### config.mk
export PLATFORM = sky130hd
export DESIGN_NAME = noc_xbar_switch
export DESIGN_NICKNAME = d
export VERILOG_FILES = /design/src/rtl/noc_pkg.sv /design/src/rtl/noc_xbar_switch_rr_arbiter.sv /design/src/rtl/noc_xbar_switch.sv
export SDC_FILE = /design/constraint.sdc
export NUM_CORES = 2
export LEC_CHECK = 0
export BUFFER_PORTS_ARGS = -buffer_cell sky130_fd_sc_hd__buf_2
export CORE_AREA = 5 5 515 517
export DETAILED_ROUTE_END_ITERATION = 7
export DIE_AREA = 0 0 520 522
export SLEW_MARGIN = 20
export SYNTH_ARGS = -nofsm -noshare
export SYNTH_HDL_FRONTEND = slang
export SYNTH_SLANG_ARGS = --single-unit
### constraint.sdc
create_clock -name clk -period 24.4 [get_ports clk]
set_clock_uncertainty 0.1 [all_clocks]
set_input_delay 3.66 -clock clk [delete_from_list [all_inputs] [get_ports clk]]
set_output_delay 3.66 -clock clk [all_outputs]
set_load 0.1 [all_outputs]
### src/rtl/noc_pkg.sv
// Shared definitions for the NoC switch: port index map, destination index
// width and the per-output allocation states.
package noc_pkg;

   localparam int PORT_L = 0;
   localparam int PORT_N = 1;
   localparam int PORT_E = 2;
   localparam int PORT_S = 3;
   localparam int PORT_W = 4;

   localparam int SEL_W = 3;

   typedef enum logic {
      ST_IDLE   = 1'b0,
      ST_LOCKED = 1'b1
   } state_e;

endpackage

### src/rtl/noc_xbar_switch_rr_arbiter.sv
// Round-robin arbiter: grants the first request at or after the pointer,
// wrapping, and advances the pointer past the winner when strobed.
module rr_arbiter #(
   parameter int N  = 5,
   parameter int IW = 3
) (
   input  logic          clk,
   input  logic          rst,
   input  logic [N-1:0]  req,
   input  logic          en,
   input  logic          upd,
   output logic [N-1:0]  gnt,
   output logic [IW-1:0] gnt_idx
);

   logic [IW-1:0] ptr;
   logic          found;

   // Two passes: requests at/after the pointer first, then the wrapped ones.
   always_comb begin
      gnt     = '0;
      gnt_idx = '0;
      found   = 1'b0;
      if (en) begin
         for (int j = 0; j < N; j++) begin
            if (!found && req[j] && (j >= int'(ptr))) begin
               gnt[j]  = 1'b1;
               gnt_idx = IW'(j);
               found   = 1'b1;
            end
         end
         for (int j = 0; j < N; j++) begin
            if (!found && req[j] && (j < int'(ptr))) begin
               gnt[j]  = 1'b1;
               gnt_idx = IW'(j);
               found   = 1'b1;
            end
         end
      end
   end

   always_ff @(posedge clk or posedge rst) begin
      if (rst) begin
         ptr <= '0;
      end else if (upd && found) begin
         ptr <= (int'(gnt_idx) == N - 1) ? '0 : gnt_idx + 1'b1;
      end
   end

endmodule

### src/rtl/noc_xbar_switch.sv
// N-port registered crossbar with per-output round-robin allocation,
// wormhole locking until the tail flit, and discard of out-of-range heads.
module noc_xbar_switch #(
   parameter int NUM_PORTS  = 5,
   parameter int DATA_WIDTH = 128,
   parameter int SEL_W      = noc_pkg::SEL_W
) (
   input  logic                            clk,
   input  logic                            rst,
   input  logic [NUM_PORTS-1:0]            in_valid,
   input  logic [NUM_PORTS*DATA_WIDTH-1:0] in_data,
   input  logic [NUM_PORTS*SEL_W-1:0]      in_dest,
   input  logic [NUM_PORTS-1:0]            in_last,
   output logic [NUM_PORTS-1:0]            in_ready,
   output logic [NUM_PORTS-1:0]            out_valid,
   output logic [NUM_PORTS*DATA_WIDTH-1:0] out_data,
   output logic [NUM_PORTS-1:0]            out_last,
   output logic [NUM_PORTS*SEL_W-1:0]      out_src,
   input  logic [NUM_PORTS-1:0]            out_ready,
   output logic [NUM_PORTS-1:0]            drop_pulse
);
   import noc_pkg::*;

   state_e                  state_q [NUM_PORTS];
   state_e                  state_d [NUM_PORTS];
   logic [SEL_W-1:0]        lock_q  [NUM_PORTS];
   logic [SEL_W-1:0]        lock_d  [NUM_PORTS];
   logic [NUM_PORTS-1:0]    drop_q, drop_d;

   logic [SEL_W-1:0]        dest    [NUM_PORTS];
   logic [NUM_PORTS-1:0]    locked_any, free, head_drop, can_acc, arb_en;
   logic [NUM_PORTS-1:0]    req     [NUM_PORTS];
   logic [NUM_PORTS-1:0]    gnt     [NUM_PORTS];
   logic [SEL_W-1:0]        gidx    [NUM_PORTS];
   logic [NUM_PORTS-1:0]    xfer, sel_last, in_rdy;
   logic [SEL_W-1:0]        src     [NUM_PORTS];
   logic [DATA_WIDTH-1:0]   sel_data[NUM_PORTS];

   logic [NUM_PORTS-1:0]    vld_p1, last_p1;
   logic [DATA_WIDTH-1:0]   data_p1 [NUM_PORTS];
   logic [SEL_W-1:0]        src_p1  [NUM_PORTS];

   // An input is a head candidate only when no output holds it and it is not
   // inside a packet being discarded.
   always_comb begin
      for (int i = 0; i < NUM_PORTS; i++) begin
         dest[i]       = in_dest[i*SEL_W +: SEL_W];
         locked_any[i] = 1'b0;
         for (int o = 0; o < NUM_PORTS; o++) begin
            if (state_q[o] == ST_LOCKED && lock_q[o] == SEL_W'(i)) locked_any[i] = 1'b1;
         end
         free[i]      = in_valid[i] && !locked_any[i] && !drop_q[i];
         head_drop[i] = free[i] && (int'(dest[i]) >= NUM_PORTS);
      end
      for (int o = 0; o < NUM_PORTS; o++) begin
         can_acc[o] = !vld_p1[o] || out_ready[o];
         arb_en[o]  = (state_q[o] == ST_IDLE) && can_acc[o];
         req[o]     = '0;
         for (int i = 0; i < NUM_PORTS; i++) begin
            req[o][i] = free[i] && (dest[i] == SEL_W'(o));
         end
      end
   end

   for (genvar o = 0; o < NUM_PORTS; o++) begin : g_out
      rr_arbiter #(.N(NUM_PORTS), .IW(SEL_W)) u_arb (
         .clk     (clk),
         .rst     (rst),
         .req     (req[o]),
         .en      (arb_en[o]),
         .upd     (arb_en[o]),
         .gnt     (gnt[o]),
         .gnt_idx (gidx[o])
      );
      assign out_data[o*DATA_WIDTH +: DATA_WIDTH] = data_p1[o];
      assign out_src[o*SEL_W +: SEL_W]            = src_p1[o];
   end

   // Crossbar: per output pick the granted or locked input, then reflect
   // accepted transfers back as in_ready.
   always_comb begin
      in_rdy = (drop_q & in_valid) | head_drop;
      for (int o = 0; o < NUM_PORTS; o++) begin
         if (state_q[o] == ST_IDLE) begin
            xfer[o] = |gnt[o];
            src[o]  = gidx[o];
         end else begin
            xfer[o] = 1'b0;
            src[o]  = lock_q[o];
            for (int i = 0; i < NUM_PORTS; i++) begin
               if (lock_q[o] == SEL_W'(i)) xfer[o] = in_valid[i] && can_acc[o];
            end
         end
         sel_data[o] = '0;
         sel_last[o] = 1'b0;
         for (int i = 0; i < NUM_PORTS; i++) begin
            if (src[o] == SEL_W'(i)) begin
               sel_data[o] = in_data[i*DATA_WIDTH +: DATA_WIDTH];
               sel_last[o] = in_last[i];
               if (xfer[o]) in_rdy[i] = 1'b1;
            end
         end
      end
   end

   always_comb begin
      for (int o = 0; o < NUM_PORTS; o++) begin
         state_d[o] = state_q[o];
         lock_d[o]  = lock_q[o];
         if (xfer[o]) begin
            case (state_q[o])
               ST_IDLE: begin
                  if (!sel_last[o]) begin
                     state_d[o] = ST_LOCKED;
                     lock_d[o]  = src[o];
                  end
               end
               ST_LOCKED: if (sel_last[o]) state_d[o] = ST_IDLE;
               default:   state_d[o] = ST_IDLE;
            endcase
         end
      end
      for (int i = 0; i < NUM_PORTS; i++) begin
         drop_d[i] = drop_q[i];
         if (head_drop[i] && !in_last[i]) drop_d[i] = 1'b1;
         else if (drop_q[i] && in_valid[i] && in_last[i]) drop_d[i] = 1'b0;
      end
   end

   // Stage p1: allocation state and the one-flit output registers.
   always_ff @(posedge clk or posedge rst) begin
      if (rst) begin
         drop_q  <= '0;
         vld_p1  <= '0;
         last_p1 <= '0;
         for (int o = 0; o < NUM_PORTS; o++) begin
            state_q[o] <= ST_IDLE;
            lock_q[o]  <= '0;
            data_p1[o] <= '0;
            src_p1[o]  <= '0;
         end
      end else begin
         drop_q <= drop_d;
         for (int o = 0; o < NUM_PORTS; o++) begin
            state_q[o] <= state_d[o];
            lock_q[o]  <= lock_d[o];
            if (can_acc[o]) begin
               vld_p1[o] <= xfer[o];
               if (xfer[o]) begin
                  data_p1[o] <= sel_data[o];
                  last_p1[o] <= sel_last[o];
                  src_p1[o]  <= src[o];
               end
            end
         end
      end
   end

   assign in_ready   = in_rdy;
   assign out_valid  = vld_p1;
   assign out_last   = last_p1;
   assign drop_pulse = head_drop & {NUM_PORTS{~rst}};

endmodule

Word-level counts from Yosys, hierarchy flattened. Cells that the tools add are included.

Flip-flop bits (word level): 705. Input bits: 672. Output and inout port bits: 675. Word-level logic and storage cells: 874.

Add/sub/neg operators: 5. Magnitude comparators: 55. Equal/unequal tests: 65. Multiplexer cells: 380. Bitwise operators: 14. Reduce and logical (&&, ||, !) cells: 315.

Operators by type and width (number): 128-bit two-way mux (25); 1-bit two-way mux (295); 1-bit logical AND (210); 3-bit two-way mux (45); 3-bit by 2-bit == test with 1-bit output, second input constant (30); 1-bit zero test (65); 3-bit == test, second input constant (20); 3-bit by 1-bit == test with 1-bit output, second input constant (15); 3-bit zero test (15); 1-bit by 3-bit >= comparator with 1-bit output, first input constant (10); 2-bit by 3-bit >= comparator with 1-bit output, first input constant (10); 1-bit by 3-bit < comparator with 1-bit output, first input constant (10); 2-bit by 3-bit < comparator with 1-bit output, first input constant (10); 5-bit two-way mux (5); 5-bit OR reduction (5); 2-bit two-way mux (10); 3-bit by 1-bit adder with 3-bit output, second input constant (5); 3-bit >= comparator, first input constant (5); 3-bit >= comparator, second input constant (5); 3-bit < comparator, first input constant (5); 3-bit AND reduction (5); 1-bit inverter (11); 5-bit bitwise AND (2); 2-bit AND reduction (5); other kinds (3) (11).

Depth between registers and ports, before layout.
Depth after elaboration: 71. Gate-level depth with buffers: 15.

Cells and area by module. A second synthesis with hierarchy kept.

Cells, all modules: 5984. Area, all modules: 49568.8 um2.

Modules (own cells, without submodules): noc_xbar_switch (times used 1, cells each 5638, area each 46997.6 um2, sequential area each 17266.6 um2); rr_arbiter at g_out[0].u_arb ... (times used 4, cells each 69, area each 508.0 um2, sequential area each 75.1 um2); rr_arbiter at g_out[4].u_arb (times used 1, cells each 70, area each 539.3 um2, sequential area each 75.1 um2).

Worst setup path before layout. No wires, ideal clock.

Kind: input-to-output. From: input port in_valid[2]. To: output port in_ready[0]. Data arrival time: 6.993 ns. Slack: 13.647 ns. Stages: 13. Path buffers: 3. Cells stage by stage: nand2b_1 -> or4_1 -> buf_2 -> or4_1 -> a41oi_1 -> or3_1 -> a31o_4 -> nand2_4 -> clkbuf_1 -> buf_2 -> o311ai_0 -> a31oi_1 -> nand3_1.

Word-level cells in the longest chain between the ends: 54.

Ends and longest elaborated chain: start: declaration (RTL line noc_xbar_switch.sv:10) `input logic [NUM_PORTS-1:0] in_valid,`; 1-bit logical AND (2 in series) (RTL line noc_xbar_switch.sv:52) `free[i] = in_valid[i] && !locked_any[i] && !drop_q[i];`; 1-bit logical AND (RTL line noc_xbar_switch.sv:60) `req[o][i] = free[i] && (dest[i] == SEL_W'(o));`; 1-bit logical AND (2 in series) (RTL line noc_xbar_switch_rr_arbiter.sv:26) `if (!found && req[j] && (j >= int'(ptr))) begin`; 1-bit two-way mux (RTL line noc_xbar_switch_rr_arbiter.sv:26); 1-bit two-way mux (RTL line noc_xbar_switch_rr_arbiter.sv:24) `if (en) begin`; 1-bit zero test (RTL line noc_xbar_switch_rr_arbiter.sv:26); 1-bit logical AND (2 in series) (RTL line noc_xbar_switch_rr_arbiter.sv:26); 1-bit two-way mux (RTL line noc_xbar_switch_rr_arbiter.sv:26); [35 not listed]; 1-bit two-way mux (RTL line noc_xbar_switch.sv:100) `if (xfer[o]) in_rdy[i] = 1'b1;`; 1-bit two-way mux (RTL line noc_xbar_switch.sv:97) `if (src[o] == SEL_W'(i)) begin`; 1-bit two-way mux (RTL line noc_xbar_switch.sv:100); 1-bit two-way mux (RTL line noc_xbar_switch.sv:97); 1-bit two-way mux (RTL line noc_xbar_switch.sv:100); 1-bit two-way mux (RTL line noc_xbar_switch.sv:97); 1-bit two-way mux (RTL line noc_xbar_switch.sv:100); 1-bit two-way mux * (RTL line noc_xbar_switch.sv:97); end: declaration (RTL line noc_xbar_switch.sv:14) `output logic [NUM_PORTS-1:0] in_ready,`.

Every way passes the cells marked *; elsewhere a longest branch is shown, timed or not. The select of a mux whose other input is x is not followed.

Final worst setup path. Ends and elaborated chain as after synthesis.

==> flow_summary.toml <==
[timing]
timing.final.crit_period_ns = 12.31
finalSetupViolations = 0
min_period_over_period_pct = 50.5
hold_viol_final = 0
fin_tns_setup_ns = 0
slew_headroom_pct = 19.5
slew_viol_final = 0
rsz0062_at_grt = "no"
max_freq_mhz = 81.2
worst_pin_slew_ns = 1.21

[flow_run]
max-cap-violations = 0

[cts]
cts.repair.resized = 0
cts_htree_levels = 3
numCtsBuffers = 97
cts.sinks = 705
clock_latency_ns = 0.74
cts-hold-fix-buffers = 0
cts_setup_buffers = 0
clk_path_buf_depth = 3
cts_tree = "done"
clockRootBuffer = "clkbuf_16"
path_clk_slew_ns = 0.06

[final_layout]
final-seq-area_um2 = 17600
nNetsFinal = 7193
fill_cells = 28500
area_delta_synth_final_pct = 27.2
final_common_cell = "buf_2"
drive_gt1_share_pct = 33.4
multi_input_comb_area_um2 = 29600
final_cell_mix = "buf_2 (1,346), dfrtp_1 (705), nor2_1 (577)"

[route]
ant_nets = 0
viasPerCell = 6.07
avgRoutedWirePerCell_um = 37.9
drt-pass1-iter-count = 8
route.detailed.drc = 9
drtIter0Drc = 9835
vias = 61100
drt-total-wl_um = 381000

[synthesis]
avgSynthCellArea_um2 = 8.96
ys_seq_elements = 705
synth_area_leaders = "dfrtp_1 (36%), mux2_2 (11%), a221oi_1 (6.8%), o2bb2ai_1 (4.5%), nor2_1 (4.4%)"
synth_top_area_cell = "dfrtp_1"
synth_edf_count = 0
async_reset_ff_share_pct = 100
ys_warn_count = 0
syn_area_um2 = 49600
synth.distinct_cells = 88
synth_seq_area_share_pct = 35.6
netlist_instances = 5538
synth_ff_type = "dfrtp_1"
syn_nets = 6220
yosysTopAreaCellShare_pct = 35.6

[die]
num_rows = 188
start_util_pct = 19.0
coreArea_um2 = 261000
dieArea_um2 = 271000
ios = 1347
fp.dieW_um = 520
die_h_um = 522

[outcome]
status = "finished with violations"
failed_checks = "DRC"

[grt]
grt_use_total_pct = 26.5
grt-ovfl-total = 0
first_global_vias = 58600
grt_max_degree = 142
grt_pass1_wl_um = 514000
antenna_found_initial = 97

[setup_path]
critical_path_class = "in -> out"
endpoint_kind = "primary output"
worstPathArrival_ns = 8.55
worstPathMaxFanout = 36
reg2reg_depth = 14
worstSetupStartpointType = "input pin"
cp.required_ns = 20.64

[hold_path]
hold_path_class = "reg -> reg"
min_path_cells = 2

[placed_design]
place.gp.congestion = 0.968
port_buffers = 1346
place_hpwl_um = 279000
-- layer usage --
layer / track usage (%) / routed length (um) / share of wire, %
met1: 32.1 / 141000 / 37
met2: 40.9 / 166000 / 44
met3: 10.1 / 49700 / 13
met4: 13.3 / 23700 / 6.2
met5: 0 / 345 / 0.091
-- final timing paths --
kind | startpoint | to | slack (ns)
hold reg to reg | out_src[14]$_DFFE_PP0P_ | out_src[14]$_DFFE_PP0P_ | 0.39
min in group asynchronous | rst | out_valid[4]$_DFFE_PP0N_ | 3.18
setup / recovery | in_valid[2] | in_ready[0] | 12.09
hold / removal | out_src[14]$_DFFE_PP0P_ | out_src[14]$_DFFE_PP0P_ | 0.39
max in group asynchronous | rst | out_data[577]$_DFFE_PP0P_ | 16.43
setup reg to reg | state_q[3]$_DFFE_PP0P_ | out_data[41]$_DFFE_PP0P_ | 17.31
-- sequential cells by signal, indices dropped and copies added, names as in the netlist --
register and flops:
lock_q 15, out_src 15, out_data 640, drop_q 5, out_last 5, state_q 5, out_valid 5, g_out.u_arb.ptr 15
-- cells in the mapped netlist, drive strengths merged (7+ instances only) --
cell and instances:
dfrtp 705, inv 32, a31oi 10, buf 207
a22oi 132, nand2b 20, nor4 14, nor4bb 13
o22ai 258, a22o 8, nand4 14, nor2 582
a222oi 128, o211ai 10, a2111oi 127, mux2 530
nor2b 13, o31ai 8, nand3 35, clkbuf 403
a221oi 387, or3 13, a21oi 420, or4 12
and2 11, o21ai 285, nor3b 10, or2 7
o31a 7, a211o 129, nand3b 7, o2bb2ai 256
nor3 35, nand4b 7, nand2 461, mux2i 135
ha 10
-- area by class of cell --
cell class	instances	share of cell area, %
Multi-Input combinational cell	4191	47.0
Sequential cell	705	28.0
Timing Repair Buffer	1484	12.5
Tap cell	3420	6.78
Clock buffer	138	4.46
Inverter	32	0.202
Clock inverter	41	0.948
Antenna cell	47	0.186
-- kinds of logic (layout without fill, tap and decap cells) --
logic type      after synthesis  in the layout  share of synthesized area, %
mux                         670            670                          15.0
buf+inv                     642           1695                          5.29
flops                       705            705                          35.6
other cells                   0             47                             0
fa+ha+maj                    10             10                         0.252
compound gates             2228           2228                          32.7
simple gates               1283           1283                          11.2
-- metrics by stage --
step	hold WS, ns	setup slack, ns	utilization, %	instances	cell area, um2
final	0.394	12.09	24.2	10100	63100
after floorplan	0.360	0.868	-	5538	49600
after CTS	0.392	12.10	24.2	10000	63000
after global placement	0.359	12.15	22.8	9831	59600
after global routing	0.424	11.95	24.2	10000	63100
after detailed placement	0.376	12.10	22.8	9831	59600
-- worst max-delay path, stage by stage --
cell      delay, ns
buf_2          0.24
nand2b_1       0.18
or4_1          0.81
nor2_1         0.35
o22ai_1        0.20
nand3_1        0.13
a21oi_1        0.07
a21oi_1        0.54
nand2b_4       0.55
buf_4          0.60
a22oi_1        0.31
nand3_1        0.36
buf_2          0.50
Power is left out: the tool's default activity adds up to more than one toggle a clock period on the data nets, which glitch-free logic cannot reach.
